--- src/rtl/typedef_pkg.sv ---
// -----------------------------------------------------------------------------
// typedef_pkg
//   Shared types for the RV32M multiply/divide execution unit.
//   - muldiv_op_e   : RV32M funct3 encodings
//   - div_state_e   : iterative divider FSM states
//   - MULDIV_OPCODE / MULDIV_FUNCT7 : OP major opcode and the M-extension funct7,
//                     used by the decoder/dispatcher to route work to this unit
// -----------------------------------------------------------------------------
package typedef_pkg;

   typedef enum logic [2:0] {
      OP_MUL    = 3'b000,
      OP_MULH   = 3'b001,
      OP_MULHSU = 3'b010,
      OP_MULHU  = 3'b011,
      OP_DIV    = 3'b100,
      OP_DIVU   = 3'b101,
      OP_REM    = 3'b110,
      OP_REMU   = 3'b111
   } muldiv_op_e;

   typedef enum logic [1:0] {
      IDLE = 2'd0,
      CALC = 2'd1,
      FIX  = 2'd2,
      DONE = 2'd3
   } div_state_e;

   localparam logic [6:0] MULDIV_OPCODE = 7'b0110011;
   localparam logic [6:0] MULDIV_FUNCT7 = 7'b0000001;

endpackage

--- src/rtl/radix2_divider.sv ---
// -----------------------------------------------------------------------------
// radix2_divider
//   Iterative restoring radix-2 divider for DIV/DIVU/REM/REMU.
//   Handshake: start is sampled only in IDLE; busy is high in every other
//   state; done is high in DONE and the result is held there until ack is
//   seen. flush returns the FSM to IDLE from any state.
//   Ports:
//     clk, rst (async, active-low), flush
//     start, op, dividend, divisor : operation request
//     ack                          : result taken by the writeback port
//     busy, done                   : occupancy / result ready
//     quotient, remainder          : final values, valid while done=1
//     state                        : current FSM state (debug visibility)
// -----------------------------------------------------------------------------
module radix2_divider
   import typedef_pkg::*;
#(
   parameter int DATA_WIDTH = 32
) (
   input  logic                  clk,
   input  logic                  rst,
   input  logic                  flush,
   input  logic                  start,
   input  muldiv_op_e            op,
   input  logic [DATA_WIDTH-1:0] dividend,
   input  logic [DATA_WIDTH-1:0] divisor,
   input  logic                  ack,
   output logic                  busy,
   output logic                  done,
   output logic [DATA_WIDTH-1:0] quotient,
   output logic [DATA_WIDTH-1:0] remainder,
   output div_state_e            state
);

   localparam int W  = DATA_WIDTH;
   localparam int CW = $clog2(DATA_WIDTH);
   localparam logic [CW-1:0] CNT_INIT = CW'(DATA_WIDTH - 1);
   localparam logic [W-1:0]  MOST_NEG = {1'b1, {(W-1){1'b0}}};

   div_state_e    state_q, state_d;
   logic [CW-1:0] cnt_q, cnt_d;
   logic [W-1:0]  quo_q, quo_d;      // dividend shifts out, quotient shifts in
   logic [W-1:0]  rem_q, rem_d;      // partial remainder
   logic [W-1:0]  dsr_q, dsr_d;      // |divisor|
   logic          neg_quo_q, neg_quo_d;
   logic          neg_rem_q, neg_rem_d;

   logic          is_signed;
   logic          div_zero;
   logic          sgn_ovf;
   logic [W-1:0]  abs_dividend;
   logic [W-1:0]  abs_divisor;
   logic [W:0]    shifted;
   logic          fits;
   logic [W-1:0]  diff;

   always_comb begin
      is_signed    = (op == OP_DIV) || (op == OP_REM);
      div_zero     = (divisor == '0);
      sgn_ovf      = is_signed && (dividend == MOST_NEG) && (divisor == '1);
      abs_dividend = (is_signed && dividend[W-1]) ? -dividend : dividend;
      abs_divisor  = (is_signed && divisor[W-1])  ? -divisor  : divisor;
      // Restoring step: the true difference is below |divisor| whenever it
      // is kept, so a W-bit subtraction is exact in that case.
      shifted      = {rem_q, quo_q[W-1]};
      fits         = (shifted >= {1'b0, dsr_q});
      diff         = shifted[W-1:0] - dsr_q;
   end

   always_comb begin
      state_d   = state_q;
      cnt_d     = cnt_q;
      quo_d     = quo_q;
      rem_d     = rem_q;
      dsr_d     = dsr_q;
      neg_quo_d = neg_quo_q;
      neg_rem_d = neg_rem_q;

      unique case (state_q)
         IDLE: begin
            if (start) begin
               if (div_zero) begin
                  quo_d   = '1;
                  rem_d   = dividend;
                  state_d = DONE;
               end else if (sgn_ovf) begin
                  quo_d   = dividend;
                  rem_d   = '0;
                  state_d = DONE;
               end else begin
                  quo_d     = abs_dividend;
                  rem_d     = '0;
                  dsr_d     = abs_divisor;
                  neg_quo_d = is_signed && (dividend[W-1] ^ divisor[W-1]);
                  neg_rem_d = is_signed && dividend[W-1];
                  cnt_d     = CNT_INIT;
                  state_d   = CALC;
               end
            end
         end
         CALC: begin
            if (fits) begin
               rem_d = diff;
               quo_d = {quo_q[W-2:0], 1'b1};
            end else begin
               rem_d = shifted[W-1:0];
               quo_d = {quo_q[W-2:0], 1'b0};
            end
            cnt_d = cnt_q - CW'(1);
            if (cnt_q == '0) begin
               state_d = FIX;
            end
         end
         FIX: begin
            if (neg_quo_q) begin
               quo_d = -quo_q;
            end
            if (neg_rem_q) begin
               rem_d = -rem_q;
            end
            state_d = DONE;
         end
         DONE: begin
            if (ack) begin
               state_d = IDLE;
            end
         end
         default: state_d = IDLE;
      endcase

      if (flush) begin
         state_d = IDLE;
      end
   end

   always_ff @(posedge clk or negedge rst) begin
      if (!rst) begin
         state_q   <= IDLE;
         cnt_q     <= '0;
         quo_q     <= '0;
         rem_q     <= '0;
         dsr_q     <= '0;
         neg_quo_q <= 1'b0;
         neg_rem_q <= 1'b0;
      end else begin
         state_q   <= state_d;
         cnt_q     <= cnt_d;
         quo_q     <= quo_d;
         rem_q     <= rem_d;
         dsr_q     <= dsr_d;
         neg_quo_q <= neg_quo_d;
         neg_rem_q <= neg_rem_d;
      end
   end

   assign busy      = (state_q != IDLE);
   assign done      = (state_q == DONE);
   assign quotient  = quo_q;
   assign remainder = rem_q;
   assign state     = state_q;

endmodule

--- src/rtl/muldiv_exec_unit.sv ---
// -----------------------------------------------------------------------------
// muldiv_exec_unit
//   RV32M multiply/divide functional unit for the out-of-order execute stage.
//   Multiplies run through a MUL_STAGES-deep pipeline (one issue per cycle);
//   divides/remainders run on radix2_divider. A single tagged writeback port
//   is shared, with the multiply pipeline always taking priority.
//
//   Handshake: the issue stage presents issue_valid with the operation for one
//   cycle and it is taken that cycle; there is no back-pressure except that a
//   divide (funct3[2]=1) must not be presented while busy_div=1. result_valid
//   is a one-cycle pulse per result with no ready; result_* are 0 otherwise.
//
//   Ports:
//     clk, rst (async, active-low), flush
//     issue_valid, issue_funct3, issue_rob_id, issue_rd_phy, rs1_data, rs2_data
//     busy_div
//     result_valid, result, result_rob_id, result_rd_phy
// -----------------------------------------------------------------------------
module muldiv_exec_unit
   import typedef_pkg::*;
#(
   parameter int DATA_WIDTH = 32,
   parameter int ROB_WIDTH  = 5,
   parameter int PHY_WIDTH  = 6,
   parameter int MUL_STAGES = 3
) (
   input  logic                  clk,
   input  logic                  rst,
   input  logic                  flush,
   input  logic                  issue_valid,
   input  logic [2:0]            issue_funct3,
   input  logic [ROB_WIDTH-1:0]  issue_rob_id,
   input  logic [PHY_WIDTH-1:0]  issue_rd_phy,
   input  logic [DATA_WIDTH-1:0] rs1_data,
   input  logic [DATA_WIDTH-1:0] rs2_data,
   output logic                  busy_div,
   output logic                  result_valid,
   output logic [DATA_WIDTH-1:0] result,
   output logic [ROB_WIDTH-1:0]  result_rob_id,
   output logic [PHY_WIDTH-1:0]  result_rd_phy
);

   localparam int W = DATA_WIDTH;

   muldiv_op_e issue_op;
   logic       mul_issue;
   logic       div_start;

   assign issue_op  = muldiv_op_e'(issue_funct3);
   assign mul_issue = issue_valid && !issue_funct3[2] && !flush;
   assign div_start = issue_valid &&  issue_funct3[2] && !flush && !busy_div;

   // ---------------------------------------------------------------- multiply
   // Operands are widened to W+1 bits with per-op signedness, then to 2W bits;
   // the 2W-bit truncated product is exact for every signedness combination.
   logic [W:0]     mul_a;
   logic [W:0]     mul_b;
   logic [2*W-1:0] mul_a_ext;
   logic [2*W-1:0] mul_b_ext;
   logic [2*W-1:0] mul_prod;
   logic [W-1:0]   mul_sel;

   always_comb begin
      mul_a     = {(issue_op != OP_MULHU) && rs1_data[W-1], rs1_data};
      mul_b     = {((issue_op == OP_MUL) || (issue_op == OP_MULH)) && rs2_data[W-1], rs2_data};
      mul_a_ext = {{(W-1){mul_a[W]}}, mul_a};
      mul_b_ext = {{(W-1){mul_b[W]}}, mul_b};
      mul_prod  = mul_a_ext * mul_b_ext;
      mul_sel   = (issue_op == OP_MUL) ? mul_prod[W-1:0] : mul_prod[2*W-1:W];
   end

   // The product is formed at issue and then delayed; stage i is valid in
   // cycle i+1 after issue, so the last stage lines up with MUL_STAGES.
   logic [MUL_STAGES-1:0] mul_v;
   logic [W-1:0]          mul_res [MUL_STAGES];
   logic [ROB_WIDTH-1:0]  mul_rob [MUL_STAGES];
   logic [PHY_WIDTH-1:0]  mul_rd  [MUL_STAGES];

   always_ff @(posedge clk or negedge rst) begin
      if (!rst) begin
         mul_v <= '0;
         for (int i = 0; i < MUL_STAGES; i++) begin
            mul_res[i] <= '0;
            mul_rob[i] <= '0;
            mul_rd[i]  <= '0;
         end
      end else begin
         mul_v[0]   <= mul_issue;
         mul_res[0] <= mul_sel;
         mul_rob[0] <= issue_rob_id;
         mul_rd[0]  <= issue_rd_phy;
         for (int i = 1; i < MUL_STAGES; i++) begin
            mul_v[i]   <= mul_v[i-1] && !flush;
            mul_res[i] <= mul_res[i-1];
            mul_rob[i] <= mul_rob[i-1];
            mul_rd[i]  <= mul_rd[i-1];
         end
      end
   end

   logic mul_out_v;
   assign mul_out_v = mul_v[MUL_STAGES-1];

   // ----------------------------------------------------------------- divide
   logic                 div_done;
   logic                 div_ack;
   logic [W-1:0]         div_quo;
   logic [W-1:0]         div_rem;
   div_state_e           div_state;
   logic [ROB_WIDTH-1:0] div_rob_q;
   logic [PHY_WIDTH-1:0] div_rd_q;
   logic                 div_is_rem_q;

   radix2_divider #(
      .DATA_WIDTH (DATA_WIDTH)
   ) u_divider (
      .clk       (clk),
      .rst       (rst),
      .flush     (flush),
      .start     (div_start),
      .op        (issue_op),
      .dividend  (rs1_data),
      .divisor   (rs2_data),
      .ack       (div_ack),
      .busy      (busy_div),
      .done      (div_done),
      .quotient  (div_quo),
      .remainder (div_rem),
      .state     (div_state)
   );

   always_ff @(posedge clk or negedge rst) begin
      if (!rst) begin
         div_rob_q    <= '0;
         div_rd_q     <= '0;
         div_is_rem_q <= 1'b0;
      end else if (div_start) begin
         div_rob_q    <= issue_rob_id;
         div_rd_q     <= issue_rd_phy;
         div_is_rem_q <= issue_funct3[1];
      end
   end

   // -------------------------------------------------------------- writeback
   // The divider only leaves DONE in a cycle the multiplier does not claim.
   assign div_ack = div_done && !mul_out_v && !flush;

   always_comb begin
      result_valid  = 1'b0;
      result        = '0;
      result_rob_id = '0;
      result_rd_phy = '0;
      if (!flush) begin
         if (mul_out_v) begin
            result_valid  = 1'b1;
            result        = mul_res[MUL_STAGES-1];
            result_rob_id = mul_rob[MUL_STAGES-1];
            result_rd_phy = mul_rd[MUL_STAGES-1];
         end else if (div_done) begin
            result_valid  = 1'b1;
            result        = div_is_rem_q ? div_rem : div_quo;
            result_rob_id = div_rob_q;
            result_rd_phy = div_rd_q;
         end
      end
   end

`ifndef SYNTHESIS
   div_issue_while_busy: assert property (@(posedge clk) disable iff (!rst)
      !(issue_valid && issue_funct3[2] && !flush && busy_div));
   div_done_matches_state: assert property (@(posedge clk) disable iff (!rst)
      div_done == (div_state == DONE));
`endif

endmodule

--- config.mk ---
export PLATFORM = sky130hd
export DESIGN_NAME = muldiv_exec_unit
export DESIGN_NICKNAME = d
export VERILOG_FILES = /design/src/rtl/typedef_pkg.sv /design/src/rtl/radix2_divider.sv /design/src/rtl/muldiv_exec_unit.sv
export SDC_FILE = /design/constraint.sdc
export NUM_CORES = 2
export LEC_CHECK = 0
export BUFFER_PORTS_ARGS = -buffer_cell sky130_fd_sc_hd__buf_2
export CORE_MARGIN = 2
export CORE_UTILIZATION = 50
export DETAILED_ROUTE_END_ITERATION = 16
export GPL_TIMING_DRIVEN = 0
export PLACE_DENSITY = 0.68
export SYNTH_ARGS = -nofsm -noshare
export SYNTH_HDL_FRONTEND = slang
export SYNTH_SLANG_ARGS = --single-unit
--- constraint.sdc ---
create_clock -name clk -period 4.3 [get_ports clk]
set_clock_uncertainty 0.2 [all_clocks]
set_input_delay 0 -clock clk [delete_from_list [all_inputs] [get_ports clk]]
set_output_delay 0 -clock clk [all_outputs]
set_load 0.005 [all_outputs]
; Word-level counts from Yosys, hierarchy flattened
; Index checks and enable logic that the tools add are counted.
[word_totals]
elab_cells = 120
ff_bits = 249
input_bits = 82
[classes]
n_addsub = 6
multipliers = 1
reduce_logical = 34
bitwise_logic = 3
eq_ne = 17
n_lt_le_gt_ge = 1
mux = 38
[ops]
columns = cell, count
row1 = two-way mux 32 bit, 15
row2 = case mux 32 bit (3 select lines), 2
row3 = negation 32 bit, 4
row4 = "== test 32 bit, second input constant", 2
row5 = multiplier 33 x 33 -> 64 bit, 1
row6 = greater-or-equal comparator 33 x 32 -> 1 bit, 1
row7 = logical NOT 32 bit, 1
row8 = subtractor 32 bit, 1
row9 = two-way mux 5 bit, 6
row10 = two-way mux 6 bit, 3
row11 = logical AND 1 bit, 16
row12 = two-way mux 2 bit, 6
row13 = case mux 5 bit (2 select lines), 1
row14 = "!= test 3 x 2 -> 1 bit, second input constant", 3
row15 = AND reduction 3 bit, 3
row16 = case mux 2 bit (4 select lines), 1
row17 = AND reduction 4 bit, 2
row18 = "== test 3 bit, second input constant", 2
row19 = "!= test 2 bit, second input constant", 3
row20 = logical NOT 5 bit, 1
row21 = "subtractor 5 x 1 -> 5 bit, second input constant", 1
row22 = "== test 2 bit, second input constant", 2
row23 = logical NOT 1 bit, 4
row24 = two-way mux 1 bit, 4
row25 = other kinds (11), 15

; Longest topological paths before layout
[depth]
word_depth = 9
depth_mapped = 31
depth_no_buf = 29

; Hierarchy
; From an unflattened synthesis, not the netlist that was laid out.
[unflattened]
hier_cells = 5853
hier_area_um2 = 52670.5
[modules_own_cells]
columns = module, instances, seq_area_each_um2, area_per_inst_um2, cells_per_inst
row1 = muldiv_exec_unit, 1, 3603.5, 42692.2, 4533
row2 = radix2_divider, 1, 2627.5, 9978.3, 1320

; Least setup slack after synthesis
; OpenSTA, ideal clock, no wires.
[synth_timing]
path_type = input-to-reg
from = input rs1_data[31]
to = register mul_res[91] (netlist bit)
stages = 25
setup_slack_ns = -3.312
arrival_ns = 7.316
required_ns = 4.005
cell_sequence = clkbuf_1 -> nor2b_1 -> clkbuf_1 -> nand2_1 -> inv_1 -> fa_1 -> fa_1 -> fa_1 -> fa_1 -> inv_1 -> fa_1 -> fa_1 -> fa_1 -> fa_1 -> inv_1 -> ha_1 -> clkbuf_1 -> nand2_1 -> nor2_1 -> and3_1 -> and4_1 -> a21boi_0 -> o211a_1 -> nor3_1 -> o31ai_1
[synth_between]
elab_chain_cells = 3
[synth_lines]
columns = item, line_no
row1 = "start, declared", muldiv_exec_unit.sv:34  ; input logic [DATA_WIDTH-1:0] rs1_data,
row2 = logical AND 1 bit, muldiv_exec_unit.sv:64  ; mul_a = {(issue_op != OP_MULHU) && rs1_data[W-1], rs1_data};
row3 = multiplier 33 x 33 -> 64 bit (*), muldiv_exec_unit.sv:68  ; mul_prod = mul_a_ext * mul_b_ext;
row4 = two-way mux 32 bit (*), muldiv_exec_unit.sv:69  ; mul_sel = (issue_op == OP_MUL) ? mul_prod[W-1:0] : mul_prod[2*W-1:W];
row5 = named net mul_sel[27], muldiv_exec_unit.sv:61  ; logic [W-1:0] mul_sel;
row6 = "end signal, assigned by index", muldiv_exec_unit.sv:94  ; mul_res[i] <= mul_res[i-1];
row7 = "end, declared", muldiv_exec_unit.sv:75  ; logic [W-1:0] mul_res [MUL_STAGES];
; Mark *: on every way through the listed nets, which the timed path passes. The rest lies on a longest branch.
; A chain may end at the register's enable or synchronous reset.

; Final worst setup path
[layout_timing]
from = input rs1_data[31]
to = register mul_res[88] (netlist bit)
; Same word-level chain as after synthesis.

==> results.md <==
* Status: finished with violations
* Failing checks: negative hold slack, negative setup slack
* Register bit total from synthesis at about 250
* GRT met3 Usage at roughly 13%
* Dpl cell area at between 0.05 and 0.06 mm²
* Post-DP HPWL at 183000 µm
* Fraction of synthesized area in multiplexers at 1.54%
* CP Class: in -> reg
* Relative slew margins at between 10% and 20%
* Clock Path Buffers at 3
* CP max-delay cell: fa_2
* Nature of the critical path startpoint: primary input
* XOR/XNOR Fraction of Synth Area at just over 3%
* Gpl congestion at between 1 and 1.5
* Gr busiest metal: met2
* Post-synth top flop: dfrtp_1
* Critical Path Fanout Max at 6
* Max Cap Viol at 0
* Most Frequent Cell on Critical Path: fa_2
* Fin util at between 60 and 70%
* Clock Latency Late Sink at approximately 0.59 ns
* Clock tree from TritonCTS: built
* Nets at about 7800
* Seq/Total Area, Yosys at a little under an eighth
* Initial antenna violation count at 27
* Cells after synthesis at approximately 6000
* Req. time, crit path at around 4.5 ns
* Post-route ant nets at 0
* Final Cell Area at between 0.06 and 0.07 mm²
* Synthesized area at 0.0528 mm²
* # rows at around 120
* CTS Root Cell: clkbuf_16
* First drt pass iteration count at 8
* Share of layout cells above drive strength 1 at 16.6%
* Least-Margin Pin Slew at 1.20 ns
* Most common cell after layout, fill and taps aside: inv_1
* Complex-gate fraction of the synthesized area at roughly 8%
* Vias in the first global route at around 47000
* DRT iter0 DRCs at ~5100
* Fmax at 136 MHz
* Simple-Gate Fraction of Synth Area at between 15 and 20%
* Num Clock Sinks at between 200 and 250
* Layout area overhead at 20.6%
* Post-Synth Adder-Cell Area at between 40% and 50%
* Syn Area/Cell at just under 9 µm²
* Final period utilization at 171%
* Worst path max stage delay at 0.63 ns
* DRC viols at 0
* First-pass GRT wire length at about 330000 µm
* Num CTS Buffers at 28
* Vias/cell at 5.96
* Pre-CTS setup slack at -5.18 ns
* Die area at around 0.11 mm²
* Synth cell types at approximately 80
* Final Hold Fails at 2
* RSZ-0062 raised after global routing: yes
* Crit path time final at 7.35 ns
* Largest family of logic cells by synthesized area: adder cells
* Largest net degree at the start of global routing at between 100 and 150
* PortBufs at approximately 90
* Starting Density at 50.3%
* DIE WIDTH at approximately 330 µm
* Max Slew Vio Count at 0
* Clk pin slew, worst setup/hold paths at around 0.07 ns
* Met1 Track Usage GR at 55.4%
* Critical Path AT at 7.56 ns
* Fin worst setup slack at -3.05 ns
* I/O pins at 127
* WL final at 235000 µm
* CORE AREA at ~0.10 mm²
* Final setup fails at 32
* Commonest non-fill, non-tap cells in the layout: 1096 x inv_1, 1053 x fa_1, 910 x nand2_1, 299 x and2_1, 247 x dfrtp_1
* Async SR Flop Fraction at 100%
* Worst hold path class: in -> reg
* Syn_nets at ~7400
* Congestion Overflow GR at 0
* Number of synthesized flops with an enable pin at 0
* Via count at around 46000
* H-tree lvl count at 1
* Gr usage total at 43.9%
* Worst hold slack at -0.0683 ns
* Die Span Y at about 330 µm
* Ys Warns at 0
* Avg WL per Cell at ~30 µm
* CP endpoint kind: flop
* Met2 Use GR at between 60 and 70%
what timing repair did:
item,in CTS,in global routing
hold buffers,124,3
setup buffers,147,53
endpoints found under the hold margin,248,3
pin swaps,177,136
gates resized for setup,644,164
gates cloned,2,0
setup endpoints to repair,42,50
state kept, by name, indices dropped and copies added (netlist names):
signal	count
div_is_rem_q	1
div_rd_q	6
div_rob_q	5
mul_rd	18
mul_res	96
mul_rob	15
mul_v	3
u_divider.cnt_q	5
u_divider.dsr_q	32
u_divider.neg_quo_q	1
u_divider.neg_rem_q	1
u_divider.quotient	32
u_divider.remainder	32
u_divider.state	2
final cells by class:
| cell class | count | area (µm²) |
|---|---|---|
| Sequential cell | 249 | 6230 |
| Inverter | 1149 | 4360 |
| Timing Repair Buffer | 419 | 3620 |
| Multi-Input combinational cell | 4130 | 42800 |
| Clock buffer | 35 | 778 |
| Fill cell | 9117 | 41300 |
| Tap cell | 1391 | 1740 |
| Clock inverter | 15 | 268 |
| Antenna cell | 28 | 70.1 |
| Buffer | 361 | 3790 |
critical path, delay by kind of cell:
family / cells / cell delay (ns)
fa+ha+maj: 9 / 4.49
compound gates: 2 / 0.40
buf+inv: 9 / 1.13
xor+xnor: 1 / 0.26
simple gates: 5 / 1.08
mux: 1 / 0.14
cell usage after synthesis, types with 6 or more instances:
| master | count | share of area, % |
|---|---|---|
| inv_1 | 1148 | 8.2 |
| fa_1 | 1126 | 43 |
| nand2_1 | 930 | 6.6 |
| and2_1 | 325 | 3.9 |
| clkbuf_1 | 270 | 1.9 |
| ha_1 | 256 | 6.1 |
| dfrtp_1 | 249 | 12 |
| nor2_1 | 249 | 1.8 |
| a21oi_1 | 216 | 2.0 |
| o21ai_0 | 166 | 1.6 |
| xnor2_1 | 111 | 1.8 |
| buf_1 | 88 | 0.63 |
| nor3_1 | 74 | 0.70 |
| xor2_1 | 72 | 1.2 |
| mux2_2 | 56 | 1.2 |
| a21o_1 | 53 | 0.75 |
| a22oi_1 | 48 | 0.68 |
| nand3_1 | 38 | 0.36 |
| nand4_1 | 28 | 0.33 |
| o31ai_1 | 25 | 0.36 |
| a211oi_1 | 24 | 0.34 |
| nor4_1 | 24 | 0.28 |
| or3_1 | 24 | 0.28 |
| nand2b_1 | 23 | 0.27 |
| a221oi_1 | 20 | 0.33 |
| mux2i_1 | 18 | 0.34 |
| buf_2 | 17 | 0.16 |
| and3_1 | 16 | 0.19 |
| a31oi_1 | 15 | 0.18 |
| o211ai_1 | 15 | 0.21 |
| o21bai_1 | 15 | 0.21 |
| or2_2 | 15 | 0.18 |
| nor2b_1 | 14 | 0.17 |
| o21a_1 | 14 | 0.20 |
| or4_1 | 11 | 0.16 |
| a221o_1 | 9 | 0.17 |
| o22ai_1 | 9 | 0.11 |
| a21boi_0 | 7 | 0.10 |
| nand3b_1 | 6 | 0.085 |
| o41ai_1 | 6 | 0.10 |
path summary, 6_finish.rpt:
check / from / end / slack (ns) / depth (start not counted)
setup / recovery: rs1_data[31] / mul_res[88] / -3.05 / 27
hold / removal: rs2_data[5] / u_divider.dsr_q[6] / -0.07 / 6
setup reg to reg: u_divider.remainder[0] / u_divider.remainder[1] / 0.06 / 10
hold reg to reg: mul_res[38] / mul_res[6] / 0.14 / 0
max in group asynchronous: rst / mul_res[93] / 2.43 / 5
min in group asynchronous: rst / u_divider.dsr_q[17] / 0.29 / 4
metal layers:
layer | routed length, µm | vias to the layer above
met1 | 85400 | 23400
li1 | - | 18900
met2 | 99500 | 3121
met5 | 139 | -
met4 | 21400 | 12
met3 | 28100 | 911
metrics by stage:
stage	hold WS [ns]	TNS [ns]	std cells
after floorplan	-0.496	-76.48	5906
after global placement	-0.0742	-521.78	7388
after detailed placement	-0.332	-155.01	7390
after CTS	0.00331	-86.40	7700
after global routing	0.0208	-93.11	7755
final	-0.0683	-89.89	7777
cells by family (layout without fill, tap and decap cells):
kind of cell,count (synthesis),in the layout
and+or+nand+nor,1801,1801
adders and majority gates,1382,1382
buffers and inverters,1527,1979
AOI/OAI and AO/OA,690,690
other,0,28
muxes,74,74
DFF,249,249
xor gates and xnor gates,183,183
Power is not shown: default switching activity piles up to over one toggle a cycle in this logic, so the estimate is an artifact.
